## src/rtl/prog_mem_loader_pkg.sv

```systemverilog
// Shared constants and loader state encoding for the 16x8 program memory.
// No logic here, so there is no latency and no backpressure.
package prog_mem_loader_pkg;

    localparam int ADDR_W = 4;
    localparam int DATA_W = 8;
    localparam int DEPTH  = 16;

    localparam logic [ADDR_W-1:0] IO_ADDR = 4'hF;

    typedef enum logic {
        LOAD = 1'b0,
        RUN  = 1'b1
    } ld_state_t;

endpackage

```

## src/rtl/prog_mem_loader_ram16x8.sv

```systemverilog
// Single-port-write RAM: async read (0 cycles), write lands at the clk edge.
// No backpressure; the caller owns the write port arbitration.
module ram16x8
    import prog_mem_loader_pkg::ADDR_W;
#(
    parameter int DEPTH  = 16,
    parameter int DATA_W = 8
) (
    input  logic              clk,
    input  logic              we,
    input  logic [ADDR_W-1:0] waddr,
    input  logic [DATA_W-1:0] wdata,
    input  logic [ADDR_W-1:0] raddr,
    output logic [DATA_W-1:0] rdata
);

    logic [DATA_W-1:0] mem [DEPTH];

    always_ff @(posedge clk) begin
        if (we) begin
            mem[waddr] <= wdata;
        end
    end

    assign rdata = mem[raddr];

endmodule

```

## src/rtl/prog_mem_loader.sv

```systemverilog
// Program memory plus boot loader; CPU read 0 cycles, loader 1 byte/cycle, ld_ready high only in LOAD.
// Optional MEM_GPIO_EN maps address 15 to gpio_in/gpio_out for CPU accesses.
module prog_mem_loader #(
    parameter int DEPTH  = 16,
    parameter int DATA_W = 8
) (
    input  logic                                  clk,
    input  logic                                  reset_n,
    input  logic [prog_mem_loader_pkg::ADDR_W-1:0] cpu_address,
    input  logic [DATA_W-1:0]                     cpu_data_w,
    input  logic                                  cpu_we,
    output logic [DATA_W-1:0]                     cpu_data_r,
    output logic                                  cpu_reset_n,
    input  logic                                  ld_valid,
    input  logic [DATA_W-1:0]                     ld_data,
    output logic                                  ld_ready,
    input  logic                                  ld_start,
    output logic                                  ld_done,
    input  logic [DATA_W-1:0]                     gpio_in,
    output logic [DATA_W-1:0]                     gpio_out
);

    import prog_mem_loader_pkg::*;

    ld_state_t         state, state_nxt;
    logic [ADDR_W-1:0] cnt, cnt_nxt;
    logic              ram_we;
    logic [ADDR_W-1:0] ram_addr;
    logic [DATA_W-1:0] ram_wdata;
    logic [DATA_W-1:0] ram_rdata;
    logic              io_hit;

    always_comb begin
        state_nxt = state;
        cnt_nxt   = cnt;
        case (state)
            LOAD: begin
                // ld_start wins over a same-cycle beat, which is dropped
                if (ld_start) begin
                    cnt_nxt = '0;
                end else if (ld_valid) begin
                    cnt_nxt = cnt + 1'b1;
                    if (cnt == ADDR_W'(DEPTH - 1)) begin
                        state_nxt = RUN;
                    end
                end
            end
            RUN: begin
                if (ld_start) begin
                    state_nxt = LOAD;
                    cnt_nxt   = '0;
                end
            end
            default: state_nxt = LOAD;
        endcase
    end

    always_ff @(posedge clk or negedge reset_n) begin
        if (!reset_n) begin
            state       <= LOAD;
            cnt         <= '0;
            cpu_reset_n <= 1'b0;
        end else begin
            state       <= state_nxt;
            cnt         <= cnt_nxt;
            cpu_reset_n <= (state_nxt == RUN);
        end
    end

    assign ld_ready = (state == LOAD);
    assign ld_done  = (state == RUN);

    always_comb begin
        ram_we    = 1'b0;
        ram_addr  = cpu_address;
        ram_wdata = cpu_data_w;
        if (state == LOAD) begin
            ram_we    = ld_valid && !ld_start;
            ram_addr  = cnt;
            ram_wdata = ld_data;
        end else begin
            ram_we    = cpu_we && !io_hit;
        end
    end

    ram16x8 #(
        .DEPTH  (DEPTH),
        .DATA_W (DATA_W)
    ) u_ram (
        .clk    (clk),
        .we     (ram_we),
        .waddr  (ram_addr),
        .wdata  (ram_wdata),
        .raddr  (cpu_address),
        .rdata  (ram_rdata)
    );

`ifdef MEM_GPIO_EN
    assign io_hit = (cpu_address == IO_ADDR);

    // Only reset_n clears the port; a reload leaves the outputs alone
    always_ff @(posedge clk or negedge reset_n) begin
        if (!reset_n) begin
            gpio_out <= '0;
        end else if (state == RUN && cpu_we && io_hit) begin
            gpio_out <= cpu_data_w;
        end
    end

    assign cpu_data_r = io_hit ? gpio_in : ram_rdata;
`else
    logic unused_gpio;

    assign io_hit      = 1'b0;
    assign gpio_out    = '0;
    assign cpu_data_r  = ram_rdata;
    assign unused_gpio = ^gpio_in;
`endif

endmodule

```

## config.mk

```make
export PLATFORM = sky130hd
export DESIGN_NAME = prog_mem_loader
export DESIGN_NICKNAME = d
export VERILOG_FILES = /design/src/rtl/prog_mem_loader_pkg.sv /design/src/rtl/prog_mem_loader_ram16x8.sv /design/src/rtl/prog_mem_loader.sv
export SDC_FILE = /design/constraint.sdc
export NUM_CORES = 1
export LEC_CHECK = 0
export BUFFER_PORTS_ARGS = -buffer_cell sky130_fd_sc_hd__buf_2
export CORE_MARGIN = 2
export CORE_UTILIZATION = 45
export CTS_CLUSTER_SIZE = 25
export DETAILED_ROUTE_END_ITERATION = 16
export PLACE_DENSITY = 0.6
export SLEW_MARGIN = 0
export SYNTH_ARGS = -nofsm -noshare
export SYNTH_HDL_FRONTEND = slang
export SYNTH_SLANG_ARGS = --single-unit
```

## constraint.sdc

```tcl
create_clock -name clk -period 2.2 [get_ports clk]
set_input_delay 0.44 -clock clk [delete_from_list [all_inputs] [get_ports clk]]
set_output_delay 0.44 -clock clk [all_outputs]
set_load 0.01 [all_outputs]
```

# Word-level counts from Yosys, hierarchy flattened

Memory sizes are Yosys's and may differ from the RTL's.
Cells that the tools add are included.

Add/subtract/negate cells: 1
Equality and inequality tests: 3
Multiplexer cells: 14
Bitwise operators: 1
Reduce and logical (&&, ||, !) cells: 3

Operators with widths:

| operator                                               | number |
|---|---|
| two-way mux 4 bit                                      | 4 |
| two-way mux 8 bit                                      | 1 |
| case mux 4 bit (2 select lines)                        | 1 |
| two-way mux 1 bit                                      | 7 |
| adder 4 x 1 -> 4 bit (second input constant)           | 1 |
| == test 4 bit (second input constant)                  | 1 |
| inequality test 3 x 2 -> 1 bit (second input constant) | 1 |
| inequality test 2 bit (second input constant)          | 1 |
| case mux 1 bit (2 select lines)                        | 1 |
| AND reduction 2 bit                                    | 1 |
| logical AND 1 bit                                      | 1 |
| logical NOT 1 bit                                      | 1 |
| NOT 1 bit                                              | 1 |

Register bits after elaboration: 5
RAM bits: 128
Input port bits: 33
Memories: 1

Memory list:

| memory    | depth | bits a word | rd ports | clocked after Yosys merged registers in | write ports | RTL line                      | text |
|---|---|---|---|---|---|---|---|
| u_ram.mem | 16    | 8           | 1        | 0                                       | 1           | prog_mem_loader_ram16x8.sv:17 | `logic [DATA_W-1:0] mem [DEPTH];` |

# Depth between registers and ports, before layout

Gate-level depths: netlist of the first run.

Depth after elaboration: 5
Mapped depth: 6

# By module

Synthesis of the first run repeated with hierarchy kept, for this count alone.

Cell total of the unflattened synthesis: 268
Area, all modules: 5456.5 um^2

Modules (own cells, without submodules):

| module          | instances | cells each | area each (um^2) |
|---|---|---|---|
| ram16x8         | 1         | 221        | 4987.3 |
| prog_mem_loader | 1         | 47         | 469.2 |

# Worst setup path after synthesis of the first run

No wires, ideal clock.

Path kind: input to register
Start: in cpu_address[1] (netlist bit)
End: mem u_ram.mem[8][0] (enable)
Arrival: 1608 ps
Data required time: 1830 ps
Slack: 222 ps
Cell stages on the path: 5
Path buffers: 2
Cells stage by stage: buf_4 -> buf_6 -> nor2_1 -> a21oi_1 -> nor2_1

Cells in the longest elaborated chain, start to end: 1

Ends and longest elaborated chain:

| element           | RTL line                      | text |
|---|---|---|
| start, declared   | prog_mem_loader.sv:9          | `input logic [prog_mem_loader_pkg::ADDR_W-1:0] cpu_address,` |
| two-way mux 4 bit | prog_mem_loader.sv:77         | `if (state == LOAD) begin` |
| end, declared     | prog_mem_loader_ram16x8.sv:17 |  |

No other way between the ends.

# Worst setup path after layout of the first run

Start: mem u_ram.mem[5][4]
End: out cpu_data_r[4]

Cells in the longest elaborated chain, start to end: 1

Ends and longest elaborated chain:

| element             | RTL line              | text |
|---|---|---|
| memory (16 x 8 bit) | --                    |  |
| end, declared       | prog_mem_loader.sv:12 | `output logic [DATA_W-1:0] cpu_data_r,` |

No other way between the ends.

==> flow_summary.ini, run 1 <==
[run_status]
violations = setup timing
outcome = finished with violations

[yosys]
avgSynthCellArea_um2 = 18.43
syn_inst = 299
synth-warning-count = 0
synth_area_um2 = 5512
async_reset_ff_frac = 0.03759
synthFlopType = edfxtp_1
synth-edff-count = 128
synth-seq-cells = 133
synth-seq-area-share = 0.7201
ys_types = 40

[critical_path]
critPathMaxFanout = 1
required_ns = 1.76
critPathTopFamily = multiplexers
crit_start = u_ram.mem[5][4]$_DFFE_PP_
r2r.worst_path.cells = 4
cp_cell_sequence = mux4_2 > a2bb2oi_2 > a22o_1 > buf_2
worstReg2RegStart = ld_done$_DFF_PN0_
cp.arrival_ns = 1.81
r2r-end = u_ram.mem[8][6]$_DFFE_PP_
cp-end-kind = output port
cp-start-kind = flip-flop
path_class = flip-flop to output port
cp_num_buf_inv = 1
reg2reg_slack_ns = 0.26
cpPeakStageDelay_ns = 0.49
slowest_stage = mux4_2

[timing]
post-route-period-util = 1.024
post-route-min-period_ns = 2.254
tns_ns = -0.08226
worst_pin_slew_ns = 0.5815
rsz0062_at_grt = true
finalWorstSetupSlack_ns = -0.05368
finalSetupViolations = 2
slew_headroom = 0.6119
hold_viol = 0
final.setup_skew_ns = 0.007228
worst_hold_slack_ns = 0.3347
final_max_slew_viol_count = 0
fmax_ghz = 0.4437

[floorplanning]
ios = 52
floorplan.initialDensity = 0.4608
coreArea_um2 = 11960
dieArea_um2 = 13150
die_y_um = 114.7
die_x_um = 114.7
rows = 40

[drt]
vias_per_cell = 5.549
postRouteAntennaNets = 0
wl_per_cell_um = 21.54
vias = 3013
routed_wl_um = 11690
first_pass_iters = 4
drtIter0Drc = 170
drcViolationCount = 0

[global_route]
antenna_found_initial = 0
grtUsageTotal = 0.1917
grt_overflow = 0
grt_pass1_wl_um = 17740
grt_max_degree = 19
grt_pass1_vias = 3108

[cts]
cts_root_buf = clkbuf_16
cts.sinks = 133
clock_latency_ns = 0.41
clockBufferDepth = 2
cts_made_buffers = 17
cts_tree = done
htree_num_levels = 4
clk_pin_slew_ns = 0.06

[pwr]
p_int_mw = 4.865
power.leakage_nw = 2.439
powerDensity_nw_per_um2 = 893.6
p_total_mw = 6.105
ir_drop_uv = 464.1
p_clk_frac = 0.477
netSwitchingPower_mw = 1.240
netSwitchingFraction = 0.2032
p_comb_frac = 0.062
seqPwrFrac = 0.460

[layout]
final_util = 0.5711
n_antenna_cell = 0
drive_above_1_share = 0.3838
final_nets = 417
fin_area_um2 = 6832
fin_cells = 543
syn_to_final_growth_pct = 23.95

[place]
dp_cells = 507
place_hpwl_um = 7587
gp_congestion = 0.7667
port_buffers = 35
pre_cts_slack_ns = -0.09597
dpl_cell_area_um2 = 6095

[min_path]
hp-start = ld_start
holdPathStages = 3
holdPathEnd = cnt[3]$_DFFE_PN0P_
hp-class = input port to flip-flop

[flow_run]
maxCapViolCount = 0
how the worst max path moves through the flow:
stage,end,slack [ns],cells after the start
after floorplan,u_ram.mem[8][0]$_DFFE_PP_,0.22,5
after global routing,cpu_data_r[4],-0.11,4
final,cpu_data_r[4],-0.05,4
after global placement,cpu_data_r[5],-0.11,6
after CTS,cpu_data_r[4],-0.07,4
after detailed placement,cpu_data_r[6],-0.1,6
routing by layer:
layer  vias to the layer above  GRT usage  share of wire
li1                       1361          -              -
met1                      1555     0.2454           0.42
met2                        86     0.3172           0.52
met3                        11    0.05241          0.054
met4                         0    0.06585          0.011
met5                         -          0              0
sequential cells by signal, summed over array words and instances (netlist names):
name and count:
ld_done 1, cnt 4, u_ram.mem 128
Yosys cell counts (all sizes together) (2+ instances only):
cell,count,share of area
mux2i,28,0.051
xor2,2,0.0032
a221oi,2,0.0032
and3,2,0.0023
nor2b,8,0.0091
nor2,22,0.015
a21oi,6,0.0054
buf,21,0.028
a22oi,7,0.0095
mux2,9,0.018
a22o,2,0.0032
a2bb2oi,2,0.0032
and2,2,0.0023
a221o,5,0.0091
dfrtp,5,0.023
mux4,21,0.087
o21ai,9,0.0082
edfxtp,128,0.70
cells in the final DEF (no fill, tap or decap), types with 5 or more instances in the layout:
cell type  synthesis  layout
mux4_2            19      21
edfxtp_1         128     128
buf_4             13      39
mux2i_1           28      27
dfrtp_1            5       5
a21oi_1            6       6
a221o_1            5       5
nor2_1            22      18
o21ai_0            5       5
conb_1             1       8
nor2b_1            8       7
mux2_2             9       9
buf_2              5      33
clkbuf_16          0      18
tightest hold or removal path, stage by stage:
cell and delay (ns):
buf_2 0.10, buf_4 0.13, a21oi_1 0.04
power by group through the flow:
stage	Combinational [mW]	Clock (mW)	Sequential [mW]
after global placement	0.342	0	2.86
final	0.380	2.91	2.81
after detailed placement	0.351	0	2.86
after floorplan	0.218	0	2.86
after CTS	0.373	2.95	2.81
after global routing	0.412	3.08	2.81
final cells by class:
cell class | instances | area (µm²)
clock buffers | 19 | 432.9
clock inverters | 13 | 181.4
fillers | 932 | 5130
inverters | 2 | 7.507
multi-input cells | 149 | 1465
flip-flops and latches | 133 | 3969
well taps | 147 | 183.9
repair buffers | 80 | 591.8
logic make-up (layout without fill, tap and decap cells):
family / Yosys count / count (layout) / share of synthesized area
mux: 58 / 58 / 0.1564
other cells: 1 / 8 / 0.0006804
xor+xnor: 2 / 2 / 0.003179
simple gates: 45 / 45 / 0.04291
compound gates: 35 / 35 / 0.04404
buf+inv: 24 / 114 / 0.03042
flops: 133 / 133 / 0.7201
fa+ha+maj: 1 / 1 / 0.002270
what timing repair did:
| item | 4_1_cts | 5_1_grt |
|---|---|---|
| pin swaps | 2 | 4 |
| resized for setup | 11 | 11 |
| buffers inserted | 2 | 0 |
| hold buffers | 1 | 0 |
| setup endpoints to repair | 7 | 40 |
| hold endpoints to repair | 5 | 0 |
| cloned | 0 | 1 |
Note: power is estimated with default switching activity, not from simulation.
==> run 2: changes to the inputs <==
--- a/config.mk
+++ b/config.mk
@@ -5,7 +5,7 @@
 export SDC_FILE = /design/constraint.sdc
 export NUM_CORES = 1
 export LEC_CHECK = 0
-export BUFFER_PORTS_ARGS = -buffer_cell sky130_fd_sc_hd__buf_2
+export BUFFER_PORTS_ARGS = -buffer_cell sky130_fd_sc_hd__clkbuf_2
 export CORE_MARGIN = 2
 export CORE_UTILIZATION = 45
 export CTS_CLUSTER_SIZE = 25
==> flow_summary.ini, run 2 (same netlist as run 1, synthesis figures left out) <==
[run_status]
outcome = finished with violations
violations = setup timing

[global_route]
antenna_found_initial = 0
grtUsageTotal = 0.1933
grt_max_degree = 19
grt_overflow = 0
grt_pass1_wl_um = 18110
grt_pass1_vias = 3142

[floorplanning]
ios = 52
coreArea_um2 = 11960
die_x_um = 114.7
dieArea_um2 = 13150
die_y_um = 114.7
floorplan.initialDensity = 0.4608
rows = 40

[cts]
htree_num_levels = 4
cts_root_buf = clkbuf_16
clockBufferDepth = 2
clk_pin_slew_ns = 0.05
cts.sinks = 133
cts_setup_buffers = 0
clock_latency_ns = 0.41
cts_made_buffers = 17
cts_tree = done

[critical_path]
critPathMaxFanout = 1
cp-end-kind = output port
cp-start-kind = flip-flop
required_ns = 1.76
cp.arrival_ns = 1.83
slowest_stage = mux4_2
critPathTopFamily = multiplexers
cp_num_buf_inv = 1
cp_cell_sequence = mux4_2 > a2bb2oi_1 > a22o_1 > clkbuf_2
path_class = flip-flop to output port
cpPeakStageDelay_ns = 0.47

[layout]
syn_to_final_growth_pct = 23.29
final_common_cell = edfxtp_1
seq_area_um2 = 3969
final_util = 0.5681
top_register = u_ram.mem
largest_reg_flops = 128
num-fill-cells = 921
fin_cells = 547
final_nets = 422
n_antenna_cell = 0
drive_above_1_share = 0.3850
fin_area_um2 = 6795
multi_input_area_um2 = 1449
final_cell_mix = edfxtp_1 (128), buf_4 (43), clkbuf_2 (33), mux2i_1 (27), mux4_2 (21)

[drt]
vias_per_cell = 5.494
drcViolationCount = 0
wl_per_cell_um = 21.00
wl_met2_um = 5835
drtIter0Drc = 215
wl_met1_um = 4938
wl_met3_um = 538
routed_wl_um = 11490
postRouteAntennaNets = 0
first_pass_iters = 4
vias = 3005
routed.top_layer = met4

[place]
dpl_cell_area_um2 = 6147
dp_cells = 514
port_buffers = 35
gp_congestion = 0.7884
place_hpwl_um = 7645
pre_cts_slack_ns = -0.1101

[pwr]
power.leakage_nw = 2.445
ir_drop_uv = 419.3
p_total_mw = 5.811
powerDensity_nw_per_um2 = 855.2

[timing]
finalWorstSetupSlack_ns = -0.07181
slew_headroom = 0.6015
worst_hold_slack_ns = 0.3509
rsz0062_at_grt = true
final_max_slew_viol_count = 0
tns_ns = -0.08888
post-route-min-period_ns = 2.272
fmax_ghz = 0.4402
finalSetupViolations = 2
post-route-period-util = 1.033
final.setup_skew_ns = 0.006298
hold_viol = 0
worst_pin_slew_ns = 0.5972

[flow_run]
maxCapViolCount = 0

[min_path]
hp-class = input port to flip-flop
## run 2: cell count changes in the layout (fill, tap and decap cells not counted), moves of 2 or more
cell,before,now
buf_2,33,0
buf_4,39,43
bufinv_16,4,2
clkbuf_2,0,33
clkinv_2,1,4
## run 2: area by class of cell
cell class / instances / share of cell area
inverter: 2 / 0.001105
tap: 147 / 0.02707
clock buffer: 20 / 0.06426
sequential: 133 / 0.5841
timing repair buffer: 85 / 0.09391
clock inverter: 11 / 0.01639
multi-input combinational: 149 / 0.2132
## run 2: routing by layer
metal,up-vias,track usage
li1,1372,-
met2,84,0.3065
met3,14,0.04923
met1,1535,0.2588
met4,0,0.07398
met5,-,0
## run 2: report_power, final
part / internal (mW) / total, mW / switching, mW
sequential: 2.80 / 2.81 / 0.0118
combinational: 0.177 / 0.379 / 0.202
clock: 1.64 / 2.62 / 0.976
## run 2: final timing paths
kind / end / slack (ns) / depth (start not counted) / startpoint
worst min register to register: cnt[3]$_DFFE_PN0P_ / 0.61 / 2 / cnt[3]$_DFFE_PN0P_
min in group asynchronous: cnt[1]$_DFFE_PN0P_ / 0.38 / 2 / reset_n
worst min-delay path: ld_done$_DFF_PN0_ / 0.35 / 3 / ld_valid
worst max register to register: u_ram.mem[7][3]$_DFFE_PP_ / 0.26 / 3 / ld_done$_DFF_PN0_
max in group asynchronous: cnt[2]$_DFFE_PN0P_ / 1.68 / 2 / reset_n
worst max-delay path: cpu_data_r[4] / -0.07 / 4 / u_ram.mem[5][4]$_DFFE_PP_
## run 2: timing repair
item,CTS,global route
pin swaps,2,1
cloned,1,0
setup endpoints to repair,7,39
hold endpoints to repair,5,0
resized for setup,13,9
hold buffers,1,0
## run 2: tightest hold or removal path, delay by kind of cell
kind	cells	cell delay [ns]
AO/OA/AOI/OAI	1	0.07
buffers and inverters	1	0.12
AND/OR/NAND/NOR	1	0.09
==> run 3: changes to the inputs <==
--- a/config.mk
+++ b/config.mk
@@ -11,6 +11,7 @@
 export CTS_CLUSTER_SIZE = 25
 export DETAILED_ROUTE_END_ITERATION = 16
 export PLACE_DENSITY = 0.6
+export SETUP_SLACK_MARGIN = 0.15
 export SLEW_MARGIN = 0
 export SYNTH_ARGS = -nofsm -noshare
 export SYNTH_HDL_FRONTEND = slang
==> constraint.sdc (replaced) <==
create_clock -name clk -period 2.8 [get_ports clk]
set_input_delay 0.56 -clock clk [delete_from_list [all_inputs] [get_ports clk]]
set_output_delay 0.56 -clock clk [all_outputs]
set_load 0.01 [all_outputs]
==> flow_summary.ini, run 3 (same netlist as run 1, synthesis figures left out) <==
[run_status]
outcome = complete, no violations

[layout]
num-fill-cells = 955
drive_above_1_share = 0.3013
final_nets = 396
largest_reg_flops = 128
top_register = u_ram.mem
final_cell_mix = edfxtp_1 (128), clkbuf_2 (35), mux2i_1 (28), nor2_1 (22)
multi_input_area_um2 = 1401
n_antenna_cell = 0
final_common_cell = edfxtp_1
seq_area_um2 = 3969
fin_cells = 522
syn_to_final_growth_pct = 17.84

[floorplanning]
dieArea_um2 = 13150
die_y_um = 114.7
rows = 40
ios = 52
floorplan.initialDensity = 0.4608
coreArea_um2 = 11960
die_x_um = 114.7

[cts]
cts_resized = 0
clock_latency_ns = 0.41
clk_pin_slew_ns = 0.06
cts.sinks = 133
cts_tree = done
cts_setup_buffers = 0
cts_made_buffers = 17
clockBufferDepth = 2
cts_root_buf = clkbuf_16
htree_num_levels = 4

[global_route]
grtUsageTotal = 0.1873
antenna_found_initial = 0
grt_pass1_wl_um = 17410
grt_overflow = 0
grt_pass1_vias = 3078
grt_max_degree = 20

[pwr]
powerDensity_nw_per_um2 = 683.7
power.leakage_nw = 2.306
ir_drop_uv = 270.1
p_total_mw = 4.440

[timing]
final.setup_skew_ns = 0.009641
hold_viol = 0
rsz0062_at_grt = false
fmax_ghz = 0.3867
post-route-period-util = 0.9236
slew_headroom = 0.3539
worst_pin_slew_ns = 0.9656
tns_ns = 0
final_max_slew_viol_count = 0
post-route-min-period_ns = 2.586
finalSetupViolations = 0

[critical_path]
slowest_stage = mux4_1
worstReg2RegStart = ld_done$_DFF_PN0_
worstSetupEndpoint = cpu_data_r[3]
path_class = input port to output port
crit_start = cpu_address[0]
cp-end-kind = output port
r2r-end = u_ram.mem[0][3]$_DFFE_PP_
crit_top_cell = clkbuf_2
r2r.worst_path.cells = 3
critPathMaxFanout = 15
cpPeakStageDelay_ns = 0.56
cp-start-kind = input port
cp_cell_sequence = clkbuf_2 > buf_12 > mux4_1 > a22oi_1 > o21ai_1 > clkbuf_2
cp.arrival_ns = 2.03
reg2reg_slack_ns = 0.43
required_ns = 2.24

[min_path]
hp-start = ld_start
hp-class = input port to flip-flop

[drt]
drtIter0Drc = 128
postRouteAntennaNets = 0
drcViolationCount = 0
vias = 2906
routed_wl_um = 11190
vias_per_cell = 5.567
first_pass_iters = 4
wl_per_cell_um = 21.43

[place]
gp_congestion = 0.7506
dp_cells = 489
port_buffers = 35
place_hpwl_um = 7466

[flow_run]
maxCapViolCount = 0
## run 3: cell count changes in the layout (fill, tap and decap cells not counted), moves of 2 or more
cell | previous run | this run
a22oi_2 | 4 | 0
mux4_1 | 0 | 2
a22oi_1 | 3 | 7
mux4_2 | 21 | 19
clkinv_2 | 4 | 7
buf_4 | 43 | 19
clkbuf_2 | 33 | 35
nor2_2 | 5 | 0
nor2_1 | 17 | 22
## run 3: area by class of cell
class,instances,area share
timing repair buffer,59,0.06280
clock inverter,12,0.01368
tap,147,0.02832
multi-input combinational,149,0.2158
clock buffer,20,0.06723
inverter,2,0.001156
sequential,133,0.6111
## run 3: layer usage
| layer | routed length, µm | global-route usage |
|---|---|---|
| met1 | 4857 | 0.2461 |
| met2 | 5601 | 0.3026 |
| met3 | 594 | 0.04923 |
| met4 | 133 | 0.06829 |
| met5 | 0 | 0 |
## run 3: timing repair
action | 4_1_cts | 5_1_grt
hold buffers | 1 | 0
endpoints found under the setup margin | 0 | 0
endpoints found under the hold margin | 5 | 0
## run 3: metrics by stage
step	instance area (µm²)	hold WS, ns	setup slack [ns]	utilization
after floorplan	5538	0.2644	0.6440	-
after global placement	5959	0.3826	0.1788	0.4982
after detailed placement	5959	0.3848	0.1812	0.4982
after CTS	6495	0.3830	0.1752	0.5430
after global routing	6495	0.4058	0.1533	0.5430
final	6495	0.4032	0.2140	0.5430
## run 3: critical path, delay by kind of cell
| family | cells | cell delay, ns |
|---|---|---|
| multiplexers | 1 | 0.56 |
| AO/OA/AOI/OAI | 2 | 0.43 |
| buffers and inverters | 3 | 0.47 |
## run 3: where the power goes
part | internal, mW | switching (mW)
clock network | 1.20 | 0.774
logic | 0.111 | 0.145
registers | 2.20 | 0.00875
total | 3.51 | 0.928
## run 3: worst min path at each step
stage / slack [ns] / end / cells after the start
CTS: 0.38 / cnt[3]$_DFFE_PN0P_ / 2
floorplan: 0.26 / cnt[0]$_DFFE_PN0P_ / 0
finish: 0.40 / cnt[3]$_DFFE_PN0P_ / 2
global placement: 0.38 / ld_done$_DFF_PN0_ / 1
global route: 0.41 / cnt[0]$_DFFE_PN0P_ / 2
detailed placement: 0.38 / ld_done$_DFF_PN0_ / 1
